**src/rtl/pipe_reg_elastic.sv**
```systemverilog
// -----------------------------------------------------------------------------
// pipe_reg_elastic
//
// Parametrised multi-stage register pipeline with a per-stage valid/ready
// (elastic) handshake. Each stage holds one beat (valid bit + WIDTH-bit data).
// A stage can accept a new beat when it is empty or when its own content moves
// on in the same cycle, so the pipeline streams at one beat per clock and
// compacts toward the output under backpressure without losing or duplicating
// beats. Capacity is exactly STAGES beats.
//
// Parameters:
//   WIDTH      data width in bits (>= 1)
//   STAGES     number of register stages (>= 1)
//   RESET_VAL  value loaded into every data register on reset
//   CNT_W      width of the occupancy count (derived)
//
// Ports:
//   clk        rising-edge clock
//   reset      synchronous, active-high reset (priority over flush/handshakes)
//   in_valid   upstream beat present
//   in_ready   pipeline accepts a beat this cycle
//   in_data    upstream data
//   out_valid  beat available at the output
//   out_ready  downstream accepts the beat
//   out_data   output data, straight from the last stage register
//   flush      discard all in-flight beats at the next edge
//   count      number of stages currently holding a valid beat
// -----------------------------------------------------------------------------
module pipe_reg_elastic #(
    parameter int                 WIDTH     = 8,
    parameter int                 STAGES    = 3,
    parameter logic [WIDTH-1:0]   RESET_VAL = '0,
    localparam int                CNT_W     = $clog2(STAGES + 1)
) (
    input  logic                  clk,
    input  logic                  reset,
    input  logic                  in_valid,
    output logic                  in_ready,
    input  logic [WIDTH-1:0]      in_data,
    output logic                  out_valid,
    input  logic                  out_ready,
    output logic [WIDTH-1:0]      out_data,
    input  logic                  flush,
    output logic [CNT_W-1:0]      count
);

    // A zero-stage pipeline has no meaning; stop elaboration rather than
    // silently building something odd.
    if (STAGES < 1) begin : g_bad_stages
        $error("pipe_reg_elastic: STAGES must be >= 1");
    end

    // Number of set bits in a stage-valid vector.
    function automatic logic [CNT_W-1:0] popcount(input logic [STAGES-1:0] v);
        logic [CNT_W-1:0] n;
        n = '0;
        for (int i = 0; i < STAGES; i++) begin
            n = n + CNT_W'(v[i]);
        end
        return n;
    endfunction

    // Stage state: r_v[i] marks a valid beat in stage i, r_d[i] holds its data.
    logic [STAGES-1:0]  r_v;
    logic [WIDTH-1:0]   r_d [STAGES];
    logic [CNT_W-1:0]   r_cnt;

    // w_rdy[i]: stage i may take a beat this cycle. w_rdy[STAGES] is the
    // downstream ready.
    logic [STAGES:0]    w_rdy;

    // What each stage would load from its upstream neighbour.
    logic [STAGES-1:0]  w_v_in;
    logic [WIDTH-1:0]   w_d_in [STAGES];

    // Next-state valids and per-stage data load enables.
    logic [STAGES-1:0]  w_v_nxt;
    logic [STAGES-1:0]  w_ld;

    // Ready chain: a stage is ready when it is empty or everything in front of
    // it is able to move. This unrolls to "some stage is empty, or out_ready",
    // which is what lets beats compact toward the output during a stall.
    always_comb begin
        w_rdy         = '0;
        w_rdy[STAGES] = out_ready;
        for (int i = STAGES - 1; i >= 0; i--) begin
            w_rdy[i] = ~r_v[i] | w_rdy[i+1];
        end
    end

    // Upstream neighbour of each stage: the input port for stage 0, the
    // previous stage register otherwise.
    always_comb begin
        w_v_in    = '0;
        w_v_in[0] = in_valid;
        w_d_in[0] = in_data;
        for (int i = 1; i < STAGES; i++) begin
            w_v_in[i] = r_v[i-1];
            w_d_in[i] = r_d[i-1];
        end
    end

    // Next-state selection. In a flush cycle in_ready and out_valid are both
    // forced low, so no beat enters or leaves and every stage simply empties.
    // Data is loaded only alongside a valid beat: a bubble clears the valid
    // bit but leaves the data register untouched to avoid needless toggling.
    always_comb begin
        w_v_nxt = r_v;
        w_ld    = '0;
        for (int i = 0; i < STAGES; i++) begin
            if (flush) begin
                w_v_nxt[i] = 1'b0;
            end else if (w_rdy[i]) begin
                w_v_nxt[i] = w_v_in[i];
                w_ld[i]    = w_v_in[i];
            end
        end
    end

    // Stage registers and occupancy count. Reset wins over flush and over any
    // handshake; the count tracks the popcount of the next-state valids so it
    // is always consistent with the stage contents.
    always_ff @(posedge clk) begin
        if (reset) begin
            r_v   <= '0;
            r_cnt <= '0;
            for (int i = 0; i < STAGES; i++) begin
                r_d[i] <= RESET_VAL;
            end
        end else begin
            r_v   <= w_v_nxt;
            r_cnt <= popcount(w_v_nxt);
            for (int i = 0; i < STAGES; i++) begin
                if (w_ld[i]) begin
                    r_d[i] <= w_d_in[i];
                end
            end
        end
    end

    // Output side: out_data comes straight from the last register, so there
    // is no combinational path from in_data to out_data.
    assign in_ready  = w_rdy[0] & ~flush;
    assign out_valid = r_v[STAGES-1] & ~flush;
    assign out_data  = r_d[STAGES-1];
    assign count     = r_cnt;

endmodule
```
**config.mk**
```make
export PLATFORM = sky130hd
export DESIGN_NAME = pipe_reg_elastic
export DESIGN_NICKNAME = d
export VERILOG_FILES = /design/src/rtl/pipe_reg_elastic.sv
export SDC_FILE = /design/constraint.sdc
export NUM_CORES = 1
export LEC_CHECK = 0
export CAP_MARGIN = 20
export CORE_UTILIZATION = 49
export DETAILED_ROUTE_END_ITERATION = 10
export GPL_TIMING_DRIVEN = 0
export PLACE_DENSITY = 0.77
export SYNTH_ARGS = -nofsm -noshare
export SYNTH_HDL_FRONTEND = slang
export SYNTH_SLANG_ARGS = --single-unit
```
**constraint.sdc**
```tcl
create_clock -name clk -period 2.1 [get_ports clk]
set_clock_uncertainty 0.15 [all_clocks]
set_input_delay 0.21 -clock clk [delete_from_list [all_inputs] [get_ports clk]]
set_output_delay 0.21 -clock clk [all_outputs]
set_load 0.01 [all_outputs]
```
==> results.py, run 1 <==
metrics = {
    "run_status": {
        "status": "completed",
    },
    "grt": {
        "antenna_found_initial": 0,
        "grt_pass1_wl_um": 2900,
        "grt_pass1_vias": 668,
        "grtUsageTotal": 0.158,
        "grt_overflow": 0,
        "grt_max_degree": 11,
    },
    "timing": {
        "hold_viol": 0,
        "drv_slew": 0,
        "post-route-min-period_ps": 2020,
        "whs_ps": 28.0,
        "slew_headroom": 0.559,
        "max_freq_mhz": 495,
        "tightest_slew_ps": 659,
        "rsz0062_at_grt": "no",
        "fin_ws_ps": 80.0,
        "tns_ps": 0,
        "setup_viol": 0,
        "finalCritPeriodShare": 0.962,
    },
    "cells_and_area": {
        "drive_gt1_frac": 0.226,
        "fill_cells": 182,
        "nNetsFinal": 137,
        "syn_to_final_growth_pct": 25.7,
        "antenna_cells": 0,
    },
    "logic_synthesis": {
        "yosysSeqAreaShare": 0.659,
        "synth_commonest_cells": "edfxtp_1, and3_1, buf_4",
        "synth_top_area_share": 0.578,
        "yosys.cell_count.top_type": "edfxtp_1",
        "postSynthCellCount": 93,
        "synth-warning-count": 0,
        "synth_cell_type_count": 21,
        "synth_top_area_cell": "edfxtp_1",
        "netlist_top_cells_area": "edfxtp_1, and3_1, dfxtp_1",
        "syn_area_per_cell_um2": 13.4,
        "syn-cell-area_um2": 1250,
        "postSynth.asyncResetShare": 0,
        "synth_top_flop_cell": "edfxtp_1",
        "synth_fp_nets": 107,
        "synth-seq-cells": 29,
        "synth_edf_count": 24,
    },
    "clock_network": {
        "cts_buffers": 5,
        "clk_latency_ps": 340,
        "cts_buffer_depth": 2,
        "cts_resized": 0,
        "clkTransAtPathRegs_ps": 100,
        "h-tree-depth": 2,
        "cts_sinks": 29,
        "tritoncts": "yes",
        "root_buffer": "clkbuf_4",
    },
    "route": {
        "drt-pass1-iter-count": 4,
        "routedWlPerCell_um": 11.3,
        "drc": 0,
        "route.vias.total": 771,
        "wl_um": 1720,
        "first_iter_violations": 14,
        "viasPerCell": 5.07,
        "ant_nets": 0,
    },
    "die": {
        "rows": 17,
        "coreArea_um2": 2300,
        "initial_utilization": 0.542,
        "die_h_um": 52.4,
        "dieArea_um2": 2750,
        "die_width_um": 52.4,
        "ios": 25,
    },
    "power": {
        "power_frac_seq": 0.602,
        "ir_drop_mv": 0.502,
        "p_int_w": 0.000843,
        "switchingPower_w": 0.000253,
        "p_clk_frac": 0.293,
        "pwr-share-comb": 0.105,
        "powerDensity_nw_per_um2": 700,
        "total_leakage_power_nw": 0.677,
        "switching_share": 0.231,
    },
    "place": {
        "pre_cts_slack_ps": 43.3,
        "hpwl_um": 1250,
        "place.gp.congestion": 0.757,
        "io_buffers": 22,
    },
    "worst_hold_path": {
        "hp-class": "primary input to flip-flop",
    },
    "worst_setup_path": {
        "endpoint_kind": "primary output",
        "crit_arrival_ps": 1660,
        "critPathKind": "flip-flop to primary output",
        "worstPathRequired_ps": 1740,
        "cp_max_fo": 5,
        "startpoint_type": "flip-flop",
    },
    "job": {
        "drv_cap": 0,
    },
}
## cell families after synthesis
kind of cell,count (synthesis),share of synthesized area
AOI/OAI and AO/OA,6,0.0432
and+or+nand+nor,41,0.196
buffers and inverters,16,0.0864
adders and majority gates,1,0.0161
DFF,29,0.659
## per-stage QoR
stage | util | cell area, um2 | cells | total power, W
floorplan | - | 1250 | 93 | 0.000737
global placement | 0.654 | 1500 | 143 | 0.000783
detailed placement | 0.654 | 1500 | 143 | 0.000788
CTS | 0.678 | 1560 | 151 | 0.00110
global route | 0.682 | 1570 | 152 | 0.00115
finish | 0.682 | 1570 | 152 | 0.00110
## path summary, 6_finish.rpt
check | from | endpoint | slack (ps) | cells after the start
max | r_v[1] | in_ready | 80 | 3
max reg2reg | r_v[1] | count[0] | 380 | 5
min | flush | r_v[1] | 30 | 2
min reg2reg | r_d[0][7] | r_d[0][15] | 390 | 1
## layout make-up
| type | instances | area [um2] | share of cell area |
|---|---|---|---|
| buffer | 14 | 100 | 0.0639 |
| clock buffer | 5 | 37.5 | 0.0240 |
| clock inverter | 3 | 17.5 | 0.0112 |
| inverter | 2 | 7.51 | 0.00479 |
| multi-input combinational | 48 | 318 | 0.203 |
| sequential | 29 | 821 | 0.524 |
| tap | 28 | 35.0 | 0.0224 |
| timing repair buffer | 23 | 230 | 0.147 |
## critical path, stage by stage (launching register included)
cell and delay, ps:
dfxtp_1 360, and3b_4 220, a21oi_1 190, clkdlybuf4s50_1 560
## per-layer routing
layer	share of wire	vias up	track usage
met5	0	-	0
met1	0.41	350	0.181
met4	0.023	0	0.0921
li1	-	389	-
met2	0.50	26	0.232
met3	0.070	6	0.0870
## placed cells by master, fill, tap and decap left out, types with 2 or more instances in the layout
| master | n |
|---|---|
| clkbuf_1 | 2 |
| clkdlybuf4s50_1 | 22 |
| buf_2 | 2 |
| clkbuf_4 | 5 |
| and3_2 | 4 |
| nor2b_1 | 4 |
| nor2_1 | 6 |
| nand2_1 | 2 |
| clkinv_2 | 2 |
| dfxtp_1 | 5 |
| edfxtp_1 | 24 |
| inv_1 | 2 |
| nor3_1 | 3 |
| buf_6 | 2 |
| a21oi_1 | 2 |
| buf_4 | 8 |
| and3_1 | 20 |
## sequential cells by signal, summed over array words and instances (netlist names)
name   cells
r_d       24
r_v        3
count      2
## power groups by stage
stage / Clock, W / Combinational, W / Sequential (W)
2_1_floorplan: 0 / 0.0000652 / 0.000672
6_report: 0.000321 / 0.000115 / 0.000660
4_1_cts: 0.000329 / 0.000115 / 0.000660
3_5_place_dp: 0 / 0.000115 / 0.000673
3_3_place_gp: 0 / 0.000111 / 0.000672
5_1_grt: 0.000357 / 0.000127 / 0.000661
## what timing repair did
| action | 4_1_cts | 5_1_grt |
|---|---|---|
| hold endpoints to repair | 0 | 1 |
| buffers inserted | 0 | 0 |
| hold buffers | 0 | 1 |
(Power assumes the default switching activity.)
==> run 2, diff against run 1 <==
CORE_UTILIZATION = 53   (was 49)
MAX_ROUTING_LAYER = met4   (was unset)
PLACE_DENSITY = 0.82   (was 0.77)
clock period = 2.6 ns   (was 2.1 ns; I/O delays follow)
==> run 2 against run 1 <==
Net effect:
- die area is 7.3% lower
- clock-buffer cell count is 1 higher
- via count stayed put
- hold slack better by 55 ps
- worst setup slack better by 370 ps
- register-to-register slack better by 480 ps
- total power is 11% lower
- clock power is 9.0% higher
- wire length is 11% higher
- critical path depth is 1 higher
- sequential cell count stayed put
- core utilization is 3.1 points higher
- critical endpoint unchanged
- largest power group unchanged
==> results.py, run 2 (synthesis results as in run 1) <==
metrics = {
    "run_status": {
        "status": "completed",
    },
    "clock_network": {
        "cts_buffers": 5,
        "clk_latency_ps": 320,
        "h-tree-depth": 2,
        "clkTransAtPathRegs_ps": 90,
        "cts_resized": 0,
        "root_buffer": "clkbuf_4",
        "post_cts_buffers": 0,
        "ctsHoldBuffers": 0,
        "tritoncts": "yes",
        "cts_sinks": 29,
        "cts_buffer_depth": 2,
    },
    "die": {
        "die_h_um": 50.5,
        "dieArea_um2": 2550,
        "rows": 17,
        "ios": 25,
        "coreArea_um2": 2210,
        "die_width_um": 50.5,
        "initial_utilization": 0.563,
    },
    "timing": {
        "drv_slew": 0,
        "rsz0062_at_grt": "no",
        "setup_viol": 0,
        "hold_viol": 0,
        "slew_headroom": 0.558,
        "tns_ps": 0,
        "post-route-min-period_ps": 2150,
        "finalCritPeriodShare": 0.828,
        "max_freq_mhz": 465,
        "tightest_slew_ps": 661,
    },
    "grt": {
        "grt_overflow": 0,
        "grt_pass1_wl_um": 3240,
        "grt_pass1_vias": 751,
        "grtUsageTotal": 0.186,
        "antenna_found_initial": 0,
        "grt_max_degree": 11,
    },
    "route": {
        "route.vias.total": 771,
        "viasPerCell": 5.11,
        "drc": 0,
        "drt-pass1-iter-count": 4,
        "first_iter_violations": 18,
        "routedWlPerCell_um": 12.6,
        "wl_um": 1910,
        "ant_nets": 0,
    },
    "worst_hold_path": {
        "hold_end": "count[1]",
        "min_from": "reset",
        "hold_path_depth": 2,
        "hp-class": "primary input to flip-flop",
    },
    "worst_setup_path": {
        "max_stage_delay_ps": 580,
        "worstPathRequired_ps": 2190,
        "crit_path_frequent_cell": "clkdlybuf4s50_1",
        "crit_arrival_ps": 1740,
        "startpoint_type": "primary input",
        "crit_chain": "clkdlybuf4s50_1 -> and3b_4 -> a21oi_1 -> clkdlybuf4s50_1",
        "worstReg2RegStart": "r_v[1]",
        "crit_path_top_delay_cell": "clkdlybuf4s50_1",
        "cpLargestDelayFamily": "buffers and inverters",
        "cp_max_fo": 4,
        "r2r_slack_ps": 860,
        "critPathBufInv": 2,
        "reg2reg_to": "count[0]",
        "critPathKind": "primary input to primary output",
        "endpoint_kind": "primary output",
        "rr_worst_depth": 5,
    },
    "cells_and_area": {
        "drive_gt1_frac": 0.211,
        "syn_to_final_growth_pct": 26.5,
        "mostFrequentLayoutCells": "edfxtp_1, clkdlybuf4s50_1, and3_1",
        "nNetsFinal": 136,
        "antenna_cells": 0,
        "regMostFlops": "r_d",
        "layout_commonest_cell": "edfxtp_1",
        "fill_cells": 160,
        "largest_register_ff_count": 24,
        "fin_util": 0.713,
    },
    "job": {
        "drv_cap": 0,
    },
    "place": {
        "hpwl_um": 1320,
        "place.gp.congestion": 0.761,
        "io_buffers": 22,
    },
    "power": {
        "total_leakage_power_nw": 0.682,
        "powerDensity_nw_per_um2": 620,
        "ir_drop_mv": 0.604,
    },
}
-- run 2: cell types whose count changed in the layout (fill, tap and decap cells not counted) --
| cell | before | now |
|---|---|---|
| dlygate4sd3_1 | 1 | 0 |
| clkinvlp_4 | 1 | 0 |
| clkinv_2 | 2 | 0 |
| clkinv_1 | 0 | 1 |
| bufinv_16 | 0 | 1 |
| clkbuf_1 | 2 | 3 |
-- run 2: worst max path at each step --
stage	end	slack, ps	cells past startpoint	startpoint
2_1_floorplan	count[0]	1000	5	r_v[1]
3_3_place_gp	in_ready	500	4	out_ready
3_5_place_dp	in_ready	450	4	out_ready
4_1_cts	in_ready	450	4	out_ready
5_1_grt	in_ready	400	4	out_ready
6_report	in_ready	450	4	out_ready
-- run 2: layer usage --
layer	routed length, um	part of all wire	GRT usage	vias up
li1	-	-	-	385
met1	712	0.37	0.193	350
met2	1070	0.56	0.309	30
met3	76	0.040	0.0636	6
met4	46	0.024	0.0972	0
met5	0	0	-	-
-- run 2: metrics by stage --
| stage | worst slack (ps) | area (um2) | hold WS, ps | power, W | instances |
|---|---|---|---|---|---|
| floorplan | 997 | 1250 | 287 | 0.000595 | 93 |
| global placement | 497 | 1500 | 376 | 0.000632 | 143 |
| detailed placement | 452 | 1500 | 378 | 0.000638 | 143 |
| CTS | 446 | 1580 | 65.2 | 0.000985 | 151 |
| global route | 405 | 1580 | 75.3 | 0.00101 | 151 |
| finish | 447 | 1580 | 82.7 | 0.000978 | 151 |
-- run 2: worst reg2reg max path: cells and delay by family (launching register included) --
kind                       cells  cell delay [ps]
AOI/OAI and AO/OA              1              210
DFF                            1              360
adders and majority gates      1              520
and+or+nand+nor                3              450
-- run 2: cell type report --
class | count | area, um2 | share of cell area
Sequential cell | 29 | 821 | 0.521
Inverter | 2 | 7.51 | 0.00476
Clock inverter | 2 | 33.8 | 0.0214
Tap cell | 28 | 35.0 | 0.0222
Timing Repair Buffer | 22 | 220 | 0.140
Multi-Input combinational cell | 48 | 318 | 0.202
Buffer | 14 | 100 | 0.0635
Clock buffer | 6 | 41.3 | 0.0262
-- run 2: power by group --
group          internal, W  total (W)  switching (W)  leakage, nW
registers         0.000527   0.000534     0.00000685        0.292
clock network     0.000200   0.000350       0.000150       0.0399
logic            0.0000517  0.0000936      0.0000419        0.350
total             0.000779   0.000978       0.000199        0.682
==> run 3, diff against run 2 <==
CORE_UTILIZATION = 49   (was 53)
PLACE_DENSITY = 0.77   (was 0.82)
clock period = 2.2 ns   (was 2.6 ns; I/O delays follow)
==> run 3 against run 2 <==
Net effect:
- wire length decreased by 9.8%
- first-iteration DRC count decreased by 28%
- clock power decreased by 12%
- sequential power increased by 18%
- final area decreased by 1.3%
- largest cell class unchanged
- largest power group unchanged
==> results.py, run 3 (synthesis results as in run 1) <==
metrics = {
    "cells_and_area": {
        "mostFrequentLayoutCells": "edfxtp_1, clkdlybuf4s50_1, and3_1",
        "fin_util": 0.678,
        "syn_to_final_growth_pct": 24.9,
        "regMostFlops": "r_d",
        "largest_register_ff_count": 24,
        "nNetsFinal": 136,
        "fill_cells": 183,
        "drive_gt1_frac": 0.228,
        "antenna_cells": 0,
        "layout_commonest_cell": "edfxtp_1",
    },
    "worst_hold_path": {
        "hold_path_depth": 2,
        "hp-class": "primary input to flip-flop",
        "min_from": "reset",
        "hold_end": "count[0]",
    },
    "grt": {
        "grtUsageTotal": 0.163,
        "grt_pass1_wl_um": 2920,
        "antenna_found_initial": 0,
        "grt_pass1_vias": 668,
        "grt_max_degree": 11,
        "grt_overflow": 0,
    },
    "timing": {
        "slew_headroom": 0.559,
        "tightest_slew_ps": 660,
        "rsz0062_at_grt": "no",
        "hold_viol": 0,
        "post-route-min-period_ps": 2040,
        "fin_ws_ps": 157,
        "max_freq_mhz": 489,
        "drv_slew": 0,
        "setup_viol": 0,
        "finalCritPeriodShare": 0.929,
        "tns_ps": 0,
    },
    "power": {
        "switching_share": 0.232,
        "ir_drop_mv": 0.480,
        "power_frac_seq": 0.601,
        "p_clk_frac": 0.295,
        "powerDensity_nw_per_um2": 673,
        "switchingPower_w": 0.000243,
        "pwr-share-comb": 0.104,
        "p_int_w": 0.000804,
        "total_leakage_power_nw": 0.673,
    },
    "clock_network": {
        "tritoncts": "yes",
        "cts_resized": 0,
        "cts_buffer_depth": 2,
        "cts_sinks": 29,
        "clkTransAtPathRegs_ps": 100,
        "h-tree-depth": 2,
        "post_cts_buffers": 0,
        "root_buffer": "clkbuf_4",
        "ctsHoldBuffers": 0,
        "clk_latency_ps": 340,
        "cts_buffers": 5,
    },
    "worst_setup_path": {
        "startpoint_type": "flip-flop",
        "rr_worst_depth": 5,
        "crit_path_top_delay_cell": "clkdlybuf4s50_1",
        "reg2reg_to": "count[0]",
        "max_stage_delay_ps": 560,
        "endpoint_kind": "primary output",
        "worstReg2RegStart": "r_v[1]",
        "critPathKind": "flip-flop to primary output",
        "worstPathRequired_ps": 1830,
        "r2r_slack_ps": 470,
        "cp_max_fo": 5,
        "crit_chain": "and3b_4 -> a21oi_1 -> clkdlybuf4s50_1",
        "crit_arrival_ps": 1670,
    },
    "route": {
        "first_iter_violations": 13,
        "wl_um": 1720,
        "ant_nets": 0,
        "viasPerCell": 5.07,
        "drt-pass1-iter-count": 5,
        "route.vias.total": 766,
        "drc": 0,
        "routedWlPerCell_um": 11.4,
    },
    "place": {
        "pre_cts_slack_ps": 133,
        "hpwl_um": 1250,
        "place.gp.congestion": 0.767,
        "io_buffers": 22,
    },
    "die": {
        "rows": 17,
        "dieArea_um2": 2750,
        "coreArea_um2": 2300,
        "initial_utilization": 0.542,
        "die_h_um": 52.4,
        "die_width_um": 52.4,
        "ios": 25,
    },
    "job": {
        "drv_cap": 0,
    },
    "run_status": {
        "status": "completed",
    },
}
[run 3: per-layer routing]
metal | share of wire | vias to the layer above | global-route usage
li1 | - | 387 | -
met1 | 0.41 | 348 | 0.183
met2 | 0.49 | 24 | 0.232
met3 | 0.066 | 7 | 0.0870
met4 | 0.027 | 0 | 0.0921
met5 | 0 | - | -
[run 3: worst max-delay path: cells and delay by family (launching register included)]
family          cells  cell delay, ps
simple gates        1             220
buf+inv             1             560
compound gates      1             190
flops               1             360
[run 3: area by class of cell]
type / instances / area [um2] / share of cell area
Inverter: 2 / 7.51 / 0.00482
Multi-Input combinational cell: 48 / 318 / 0.204
Timing Repair Buffer: 22 / 220 / 0.141
Clock buffer: 5 / 37.5 / 0.0241
Clock inverter: 3 / 17.5 / 0.0113
Sequential cell: 29 / 821 / 0.527
Tap cell: 28 / 35.0 / 0.0225
Buffer: 14 / 100 / 0.0643
[run 3: power by group through the flow]
stage | Sequential [W] | Combinational, W | Clock [W]
after floorplan | 0.000641 | 0.0000622 | 0
after global placement | 0.000641 | 0.000106 | 0
after detailed placement | 0.000643 | 0.000109 | 0
after CTS | 0.000630 | 0.000110 | 0.000314
after global routing | 0.000631 | 0.000120 | 0.000343
final | 0.000630 | 0.000108 | 0.000309
[run 3: through the flow]
step | cell area [um2] | cells | hold slack, ps | power [W]
global route | 1560 | 151 | 5.06 | 0.00109
finish | 1560 | 151 | 5.52 | 0.00105
detailed placement | 1500 | 143 | 373 | 0.000752
CTS | 1560 | 151 | 10.6 | 0.00105
floorplan | 1250 | 93 | 247 | 0.000703
global placement | 1500 | 143 | 363 | 0.000747
[run 3: worst max-delay path by stage]
stage	from	cells after the start	to
floorplan	r_v[1]	5	count[0]
global placement	out_ready	6	count[0]
detailed placement	out_ready	6	count[0]
CTS	out_ready	4	in_ready
global route	r_v[1]	3	in_ready
finish	r_v[1]	3	in_ready
